==> src/rtl/reg_scoreboard_pkg.sv <==
// reg_scoreboard_pkg: shared constants, entry type and forwarding encoding for the register scoreboard
package reg_scoreboard_pkg;
  localparam int AGE_W = 2;
  localparam logic [4:0] XZR = 5'd31;
  localparam logic [AGE_W-1:0] AGE_EX = 2'd3;
  localparam logic [AGE_W-1:0] AGE_MEM = 2'd2;
  localparam logic [AGE_W-1:0] AGE_WB = 2'd1;
  localparam logic [AGE_W-1:0] AGE_FREE = 2'd0;
  typedef struct packed {
    logic [AGE_W-1:0] age;
    logic ld;
  } sb_entry_t;
  typedef enum logic [1:0] {
    FWD_RF = 2'b00,
    FWD_MEMWB = 2'b01,
    FWD_EXMEM = 2'b10
  } fwd_sel_t;
  // A used source hazards only against a load still sitting in EX; XZR never hazards.
  function automatic logic load_use(input logic used, input logic [4:0] r, input sb_entry_t e);
    return used && r != XZR && e.age == AGE_EX && e.ld;
  endfunction
endpackage

==> src/rtl/reg_scoreboard_if.sv <==
// reg_scoreboard_if: ID-stage request and stall/pending response bundle for the scoreboard
interface reg_scoreboard_if;
  logic freeze;
  logic id_valid;
  logic id_RegWrite;
  logic id_MemRead;
  logic [4:0] id_Rd;
  logic [4:0] id_Rn;
  logic [4:0] id_Rm;
  logic [4:0] id_RdSrc;
  logic id_useRn;
  logic id_useRm;
  logic id_useRdSrc;
  logic stall;
  logic [31:0] pending;
  modport master (
    output freeze, id_valid, id_RegWrite, id_MemRead, id_Rd, id_Rn, id_Rm, id_RdSrc,
           id_useRn, id_useRm, id_useRdSrc,
    input stall, pending
  );
  modport slave (
    input freeze, id_valid, id_RegWrite, id_MemRead, id_Rd, id_Rn, id_Rm, id_RdSrc,
          id_useRn, id_useRm, id_useRdSrc,
    output stall, pending
  );
endinterface

==> src/rtl/reg_scoreboard_sb_entry.sv <==
// sb_entry: one register's in-flight writer age and load flag
module sb_entry
  import reg_scoreboard_pkg::*;
(
  input  logic      clk,
  input  logic      reset,
  input  logic      freeze,
  input  logic      issue,
  input  logic      issue_ld,
  output sb_entry_t e
);
  // New writer enters at EX and wins over aging; otherwise age drains to free, dropping ld on the way out.
  always_ff @(posedge clk)
    if (!reset) e <= '0;
    else if (!freeze) begin
      if (issue) e <= '{age: AGE_EX, ld: issue_ld};
      else if (e.age != AGE_FREE) e <= '{age: e.age - 1'b1, ld: e.ld && e.age != AGE_WB};
    end
endmodule

==> src/rtl/reg_scoreboard.sv <==
// reg_scoreboard: ID-stage in-flight writer tracking and load-use stall; SCOREBOARD_STATS_EN adds stall/issue counters
module reg_scoreboard
  import reg_scoreboard_pkg::*;
#(
  parameter int NREGS = 32
) (
  input  logic                clk,
  input  logic                reset,
  reg_scoreboard_if.slave     bus
`ifdef SCOREBOARD_STATS_EN
  ,
  output logic [31:0]         stall_count,
  output logic [31:0]         issue_count
`endif
);
  sb_entry_t ent [NREGS];
  logic [NREGS-1:0] pend;
  logic issue;
  assign ent[NREGS-1] = '0;
  assign pend[NREGS-1] = 1'b0;
  assign bus.stall = bus.id_valid && (load_use(bus.id_useRn, bus.id_Rn, ent[bus.id_Rn]) ||
                                      load_use(bus.id_useRm, bus.id_Rm, ent[bus.id_Rm]) ||
                                      load_use(bus.id_useRdSrc, bus.id_RdSrc, ent[bus.id_RdSrc]));
  assign issue = bus.id_valid && !bus.stall && !bus.freeze && bus.id_RegWrite && bus.id_Rd != XZR;
  assign bus.pending = pend;
  for (genvar i = 0; i < NREGS - 1; i++) begin : g_ent
    sb_entry u_entry (
      .clk      (clk),
      .reset    (reset),
      .freeze   (bus.freeze),
      .issue    (issue && bus.id_Rd == 5'(i)),
      .issue_ld (bus.id_MemRead),
      .e        (ent[i])
    );
    assign pend[i] = ent[i].age != AGE_FREE;
  end
`ifdef SCOREBOARD_STATS_EN
  // Saturating event counters; stalls count only on edges where the pipeline actually advances.
  always_ff @(posedge clk)
    if (!reset) begin
      stall_count <= '0;
      issue_count <= '0;
    end else begin
      if (bus.stall && !bus.freeze && stall_count != '1) stall_count <= stall_count + 1'b1;
      if (issue && issue_count != '1) issue_count <= issue_count + 1'b1;
    end
`endif
endmodule

==> src/flat_wrapper.sv <==
// flat-port wrapper written by rule: the top's interface ports become plain ports
module reg_scoreboard_flat import reg_scoreboard_pkg::*;
#(
  parameter int NREGS = 32
)
  (clk, reset, bus_freeze, bus_id_valid, bus_id_RegWrite, bus_id_MemRead, bus_id_Rd, bus_id_Rn, bus_id_Rm, bus_id_RdSrc, bus_id_useRn, bus_id_useRm, bus_id_useRdSrc, bus_stall, bus_pending);
  reg_scoreboard_if bus_i ();
  input  logic clk;
  input  logic reset;
  input wire logic [$bits(bus_i.freeze)-1:0] bus_freeze;
  input wire logic [$bits(bus_i.id_valid)-1:0] bus_id_valid;
  input wire logic [$bits(bus_i.id_RegWrite)-1:0] bus_id_RegWrite;
  input wire logic [$bits(bus_i.id_MemRead)-1:0] bus_id_MemRead;
  input wire logic [$bits(bus_i.id_Rd)-1:0] bus_id_Rd;
  input wire logic [$bits(bus_i.id_Rn)-1:0] bus_id_Rn;
  input wire logic [$bits(bus_i.id_Rm)-1:0] bus_id_Rm;
  input wire logic [$bits(bus_i.id_RdSrc)-1:0] bus_id_RdSrc;
  input wire logic [$bits(bus_i.id_useRn)-1:0] bus_id_useRn;
  input wire logic [$bits(bus_i.id_useRm)-1:0] bus_id_useRm;
  input wire logic [$bits(bus_i.id_useRdSrc)-1:0] bus_id_useRdSrc;
  output wire logic [$bits(bus_i.stall)-1:0] bus_stall;
  output wire logic [$bits(bus_i.pending)-1:0] bus_pending;
  assign bus_i.freeze = bus_freeze;
  assign bus_i.id_valid = bus_id_valid;
  assign bus_i.id_RegWrite = bus_id_RegWrite;
  assign bus_i.id_MemRead = bus_id_MemRead;
  assign bus_i.id_Rd = bus_id_Rd;
  assign bus_i.id_Rn = bus_id_Rn;
  assign bus_i.id_Rm = bus_id_Rm;
  assign bus_i.id_RdSrc = bus_id_RdSrc;
  assign bus_i.id_useRn = bus_id_useRn;
  assign bus_i.id_useRm = bus_id_useRm;
  assign bus_i.id_useRdSrc = bus_id_useRdSrc;
  assign bus_stall = bus_i.stall;
  assign bus_pending = bus_i.pending;
  reg_scoreboard #(.NREGS(NREGS)) u_core (.clk(clk), .reset(reset), .bus(bus_i));
endmodule
==> config.mk <==
export PLATFORM = sky130hd
export DESIGN_NAME = reg_scoreboard_flat
export DESIGN_NICKNAME = d
export VERILOG_FILES = /design/src/rtl/reg_scoreboard_pkg.sv /design/src/rtl/reg_scoreboard_if.sv /design/src/rtl/reg_scoreboard_sb_entry.sv /design/src/rtl/reg_scoreboard.sv /design/src/flat_wrapper.sv
export SDC_FILE = /design/constraint.sdc
export NUM_CORES = 1
export LEC_CHECK = 0
export ABC_AREA = 1
export CAP_MARGIN = 40
export CORE_MARGIN = 2
export CORE_UTILIZATION = 55
export CTS_BUF_LIST = sky130_fd_sc_hd__clkbuf_8
export CTS_CLUSTER_SIZE = 16
export DETAILED_ROUTE_END_ITERATION = 7
export PLACE_DENSITY = 0.75
export SLEW_MARGIN = 5
export SYNTH_ARGS = -nofsm -noshare
export SYNTH_HDL_FRONTEND = slang
export SYNTH_HIERARCHICAL = 1
export SYNTH_SLANG_ARGS = --single-unit
export TNS_END_PERCENT = 30
==> constraint.sdc <==
create_clock -name clk -period 4.1 [get_ports clk]
set_clock_uncertainty 0.15 [all_clocks]
set_input_delay 0.41 -clock clk [delete_from_list [all_inputs] [get_ports clk]]
set_output_delay 0.41 -clock clk [all_outputs]
set_load 0.005 [all_outputs]
# Word level (Yosys, flattened, before mapping)
# Index checks and enable logic that the tools add are counted.
[word_totals] regBits=93 latch_bits=0 ram_bits=0 rom_bits=0 in_bits=29 out_inout_bits=33 word_cells=413 n_memories=0
[op_classes] add_sub_neg=31 mul=0 div_mod_pow=0 order_cmp=3 eq_ne=68 n_shift=0 mux=71 bitwise_logic=4 n_reduce_logical=174
[ops] operator="2-to-1 mux 3 bit" count=68
[ops] operator="nonzero test 2 bit" count=62
[ops] operator="logical AND 1 bit" count=76
[ops] operator="equality test 5 bit, second input constant" count=15
[ops] operator="!= test 2 x 1 -> 1 bit, second input constant" count=31
[ops] operator="AND reduction 2 bit" count=31
[ops] operator="subtractor 2 x 1 -> 2 bit, second input constant" count=31
[ops] operator="binary-select mux 3 bit (select 5 bit)" count=3
[ops] operator="equality test 5 x 4 -> 1 bit, second input constant" count=8
[ops] operator="equality test 5 x 3 -> 1 bit, second input constant" count=4
[ops] operator="!= test 5 bit, second input constant" count=4
[ops] operator=">= comparator 6 bit, second input constant" count=3
[ops] operator="NOT 5 -> 6 bit" count=3
[ops] operator="equality test 5 x 2 -> 1 bit, second input constant" count=2
[ops] operator="equality test 2 bit, second input constant" count=3
[ops] operator="equality test 5 x 1 -> 1 bit, second input constant" count=1
[ops] operator="zero test 5 bit" count=1
[ops] operator="zero test 1 bit" count=2
[ops] operator="logical OR 1 bit" count=2
[ops] operator="NOT 1 bit" count=1

# Logic depth before layout (Yosys ltp)
[depth] word_depth=18 depth_mapped=21 depth_no_buf=19

# Modules after synthesis
# The synthesis kept the hierarchy.
[by_module_without_submodules] mod="sb_entry" n_inst=31 cells_per_inst=27 area_per_inst_um2=190.2 seq_area_each_um2=60.1
[by_module_without_submodules] mod="reg_scoreboard" n_inst=1 cells_per_inst=593 area_per_inst_um2=2701.3 seq_area_each_um2=0.0

# Least setup slack after synthesis
# Ideal clock, no wire load.
[synth_path] kind="input-to-reg" start="input port bus_id_Rm[0]" end="register u_core/g_ent[0].u_entry/e[1] in the netlist's numbering" setup_time_ps=118 arrival_time_ps=2130 path_slack_ps=1702 path_stages=19 n_path_buf=3 cell_sequence="buf_4 inv_1 buf_4 nand2_1 o21ai_0 inv_1 nand2_1 nor2_1 nor2_1 nand3_1 nand3_1 nand4_4 buf_6 nor2_2 inv_2 nand2_4 nand2_4 nor3_1 nor2_1"
[synth_between] elab_chain_len=18 word_cells_on_any_way=21 cone_classes="eq/ne: 2; mux: 4; bitwise: 1; reduce/logical: 14"
[synth_lines] element="start: declaration" line_no="flat_wrapper.sv:16" rtl="input wire logic [$bits(bus_i.id_Rm)-1:0] bus_id_Rm;"
[synth_lines] element="NOT 5 -> 6 bit (not written as such)" line_no="reg_scoreboard.sv:22" rtl="load_use(bus.id_useRm, bus.id_Rm, ent[bus.id_Rm]) ||"
[synth_lines] element="binary-select mux 3 bit (select 5 bit)" line_no="reg_scoreboard.sv:22"
[synth_lines] element="2-to-1 mux 3 bit (not written as such) (2 in a row)" line_no="reg_scoreboard.sv:22"
[synth_lines] element="equality test 2 bit" line_no="reg_scoreboard_pkg.sv:20" rtl="return used && r != XZR && e.age == AGE_EX && e.ld;"
[synth_lines] element="logical AND 1 bit" line_no="reg_scoreboard_pkg.sv:20"
[synth_lines] element="logical AND 1 bit (*)" line_no="reg_scoreboard_pkg.sv:20"
[synth_lines] element="logical OR 1 bit (*)" line_no="reg_scoreboard.sv:21" rtl="assign bus.stall = bus.id_valid && (load_use(bus.id_useRn, bus.id_Rn, ent[bus.id_Rn]) ||"
[synth_lines] element="logical OR 1 bit (*)" line_no="reg_scoreboard.sv:22"
[synth_lines] element="logical AND 1 bit (*)" line_no="reg_scoreboard.sv:21"
[synth_lines] element="zero test 1 bit (*)" line_no="reg_scoreboard.sv:24" rtl="assign issue = bus.id_valid && !bus.stall && !bus.freeze && bus.id_RegWrite && bus.id_Rd != XZR;"
[synth_lines] element="logical AND 1 bit (*) (4 in a row)" line_no="reg_scoreboard.sv:24"
[synth_lines] element="logical AND 1 bit (*)" line_no="reg_scoreboard.sv:31" rtl=".issue (issue && bus.id_Rd == 5'(i)),"
[synth_lines] element="nonzero test 2 bit (no line)"
[synth_lines] element="AND reduction 2 bit (no line)"
[synth_lines] element="end signal: assignment" line_no="reg_scoreboard_sb_entry.sv:16" rtl="if (issue) e <= '{age: AGE_EX, ld: issue_ld};"
[synth_lines] element="end signal: assignment" line_no="reg_scoreboard_sb_entry.sv:17" rtl="else if (e.age != AGE_FREE) e <= '{age: e.age - 1'b1, ld: e.ld && e.age != AGE_WB};"
[synth_lines] element="end: declaration" line_no="reg_scoreboard_sb_entry.sv:10" rtl="output sb_entry_t e"
# Every way passes the cells marked *; elsewhere a longest branch is shown, timed or not. The select of a mux whose other input is x is not followed.
# A chain may end at the register's enable or synchronous reset.

# Final worst setup path
[layout_path] start="input port bus_id_Rn[1]" end="output port bus_stall"
[layout_between] elab_chain_len=10 word_cells_on_any_way=12 cone_classes="eq/ne: 2; mux: 3; bitwise: 1; reduce/logical: 6"
[layout_lines] element="start: declaration" line_no="flat_wrapper.sv:15" rtl="input wire logic [$bits(bus_i.id_Rn)-1:0] bus_id_Rn;"
[layout_lines] element="NOT 5 -> 6 bit (not written as such)" line_no="reg_scoreboard.sv:21"
[layout_lines] element="binary-select mux 3 bit (select 5 bit)" line_no="reg_scoreboard.sv:21"
[layout_lines] element="2-to-1 mux 3 bit (not written as such) (2 in a row)" line_no="reg_scoreboard.sv:21"
[layout_lines] element="equality test 2 bit" line_no="reg_scoreboard_pkg.sv:20"
[layout_lines] element="logical AND 1 bit" line_no="reg_scoreboard_pkg.sv:20"
[layout_lines] element="logical AND 1 bit (*)" line_no="reg_scoreboard_pkg.sv:20"
[layout_lines] element="logical OR 1 bit (*)" line_no="reg_scoreboard.sv:21"
[layout_lines] element="logical OR 1 bit (*)" line_no="reg_scoreboard.sv:22"
[layout_lines] element="logical AND 1 bit (*)" line_no="reg_scoreboard.sv:21"
[layout_lines] element="end: declaration" line_no="flat_wrapper.sv:21" rtl="output wire logic [$bits(bus_i.stall)-1:0] bus_stall;"
# Marks and branches as above.

==> reports/qor.yml <==
final_layout:
  stdcell_count: 1714
  reg_top3: "u_core/g_ent.u_entry/e: 93 flops"
  synthToLayoutAreaGrowth_pct: 12.4
  final_nets: 1590
  largest_reg_flops: 93
  drive_gt1_frac: 0.165
  diodes: 0
  top_register: "u_core/g_ent.u_entry/e"
global_route:
  grt_overflow_total: 0
  grt_start_max_net_pins: 37
  grtUsageMet2: 0.481
  grtUsageTotal: 0.293
  grt_pass1_vias: 7890
  grtUsageMet1: 0.385
  antenna_found_initial: 0
  grt_pass1_wl_mm: 38.2
  met3_usage: 0.0400
  grt_busiest_layer: "met2"
run:
  drv_cap: 0
setup_path:
  cp_data_required_time_ns: 3.54
  cp-end-kind: "output port"
  cp-start-kind: "primary input"
  timing.rr.start: "u_core/g_ent[30].u_entry/e[1]$_SDFFE_PN0P_"
  crit_path_max_fanout: 10
  critPathArrivalTime_ns: 3.21
  criticalPathCategory: "primary input to output port"
  crit_start: "bus_id_Rn[1]"
logic_synthesis:
  ys_types: 33
  synth.largest_area_cell: "dfxtp_1"
  yosysWarnings: 6
  syn_area_per_cell_sq_um: 6.01
  synth_area_leaders: "dfxtp_1 (22%), nand2_1 (19%), ha_1 (9.0%), nand3_1 (8.6%), nand2_4 (8.1%)"
  ys_seq_area_frac: 0.217
  synth.cells.most_frequent: "nand2_1 (433), inv_1 (165), nand3_1 (148)"
  synth_edf_count: 0
  syn-cell-area_sq_mm: 0.00860
  synth_fp_nets: 1521
  synthCells: 1430
  ys.flop_type: "dfxtp_1"
  synth_top_area_frac: 0.217
  yosysMostFrequentCell: "nand2_1"
  synth-seq-cells: 93
  async_flop_share: 0
power:
  fin_total_pwr_mw: 2.63
  powerDensity_mw_per_mm2: 272
  power_leakage_nw: 4.55
  irDropWorstVdd_mv: 0.195
timing:
  timing.hold.ws_ns: 0.336
  hold_violations: 0
  worstMarginPinSlew_ns: 0.854
  period_minus_slack_ns: 3.77
  grt_setup_unrepaired: "no"
  clock.fmax_ghz: 0.265
  setup_violations: 0
  tns_ns: 0
  slew_headroom: 0.428
  drv_slew: 0
  post-route-period-util: 0.920
  postLayoutSetupSlackWorst_ns: 0.328
clock_tree:
  clock_latency_ns: 0.39
  htreeDepth: 3
  cts_setup_buffers: 0
  clock-sinks: 93
  cts_resized: 0
  cts.clk_slew.worst_paths_ns: 0.09
  cts_tree: "built"
  ctsHoldBuffers: 0
  ctsRootBufferMaster: "clkbuf_8"
  clock_path_buffers: 2
  cts_buffers: 9
routing:
  first_pass_iters: 5
  wire_per_inst_microns: 14.1
  antenna_left: 0
  vias: 8807
  drtIter0Drc: 762
  vias_per_cell: 5.14
  drc_errors: 0
  wl_mm: 24.2
hold_path:
  hold_class: "flop to flop"
  min-delay-start: "u_core/g_ent[24].u_entry/e[0]$_SDFFE_PN0P_"
die:
  start_util: 0.563
  boundaryPins: 62
  coreArea_sq_mm: 0.0153
  die_w_microns: 129
  die_height_microns: 129
  die_area_sq_mm: 0.0166
  placementRows: 45
placed_design:
  dpl.hpwl_mm: 18.5
  post-place-ws_ns: 0.402
  gp_congestion: 0.998
  dp.cells: 1699
  io_buffer_count: 60
outcome:
  outcome: "finished, final reports clean"
==> cell usage in the layout (no fill, tap or decap) <==
master,n
and2_1,1
inv_1,166
o22ai_1,1
or2_2,19
nand2_1,433
o211ai_1,6
dfxtp_1,93
clkdlybuf4s50_1,58
nand4_1,5
buf_4,18
nor2_2,30
o21a_1,1
o21ai_0,13
a31oi_1,1
nor3_1,32
clkinv_1,32
nor2_1,91
nand2_4,62
buf_2,2
a21boi_0,1
ha_1,62
nand3_1,148
o21ai_1,33
a21oi_1,75
nor2_4,3
buf_12,1
clkinv_2,32
clkbuf_8,11
inv_6,1
bufinv_16,1
nand2_2,2
nand4_4,1
inv_2,65
o21bai_1,1
conb_1,1
nand3b_1,1
==> final cells by class <==
class | count | area, sq um
tap | 211 | 264
inverter | 293 | 1140
sequential | 93 | 1860
clock buffer | 11 | 151
fill | 1503 | 5600
timing repair buffer | 79 | 746
clock inverter | 4 | 47.5
multi-input combinational | 1023 | 5450
==> power breakdown <==
part,switching [mW],internal [mW],total [mW]
Combinational,0.518,0.403,0.921
Sequential,0.0898,0.963,1.05
Clock,0.344,0.311,0.655
==> per-layer routing <==
| layer | vias to the layer above | share of wire |
|---|---|---|
| li1 | 4508 | - |
| met1 | 3953 | 0.45 |
| met2 | 295 | 0.45 |
| met3 | 51 | 0.075 |
| met4 | 0 | 0.031 |
| met5 | - | 0 |
==> critical path: stages <==
cell and delay, ns:
clkdlybuf4s50_1 0.61, nand2_2 0.19, clkinv_1 0.34, nand2_1 0.13, o21ai_0 0.08, nor2_1 0.11
nand3_1 0.14, nand2_1 0.09, nand2_1 0.05, nand2_1 0.06, nand3_1 0.15, nand3_1 0.22
nand2_1 0.07, inv_1 0.06, clkdlybuf4s50_1 0.50
==> metrics by stage <==
| stage | instance area, sq um | util |
|---|---|---|
| after global routing | 9660 | 0.633 |
| after floorplan | 8600 | - |
| final | 9660 | 0.633 |
| after global placement | 9450 | 0.619 |
| after detailed placement | 9460 | 0.620 |
| after CTS | 9660 | 0.633 |
==> logic make-up after synthesis <==
| kind of cell | synth area share |
|---|---|
| buffers and inverters | 0.149 |
| other | 0.000436 |
| and+or+nand+nor | 0.464 |
| DFF | 0.217 |
| adders and majority gates | 0.0902 |
| AOI/OAI and AO/OA | 0.0798 |
==> final timing paths <==
kind,slack [ns],cells past startpoint,end
setup reg to reg,1.41,16,u_core/g_ent[25].u_entry/e[1]$_SDFFE_PN0P_
hold reg to reg,0.34,2,u_core/g_ent[24].u_entry/e[0]$_SDFFE_PN0P_
hold / removal,0.34,2,u_core/g_ent[24].u_entry/e[0]$_SDFFE_PN0P_
setup / recovery,0.33,15,bus_stall
(Power assumes the default switching activity.)
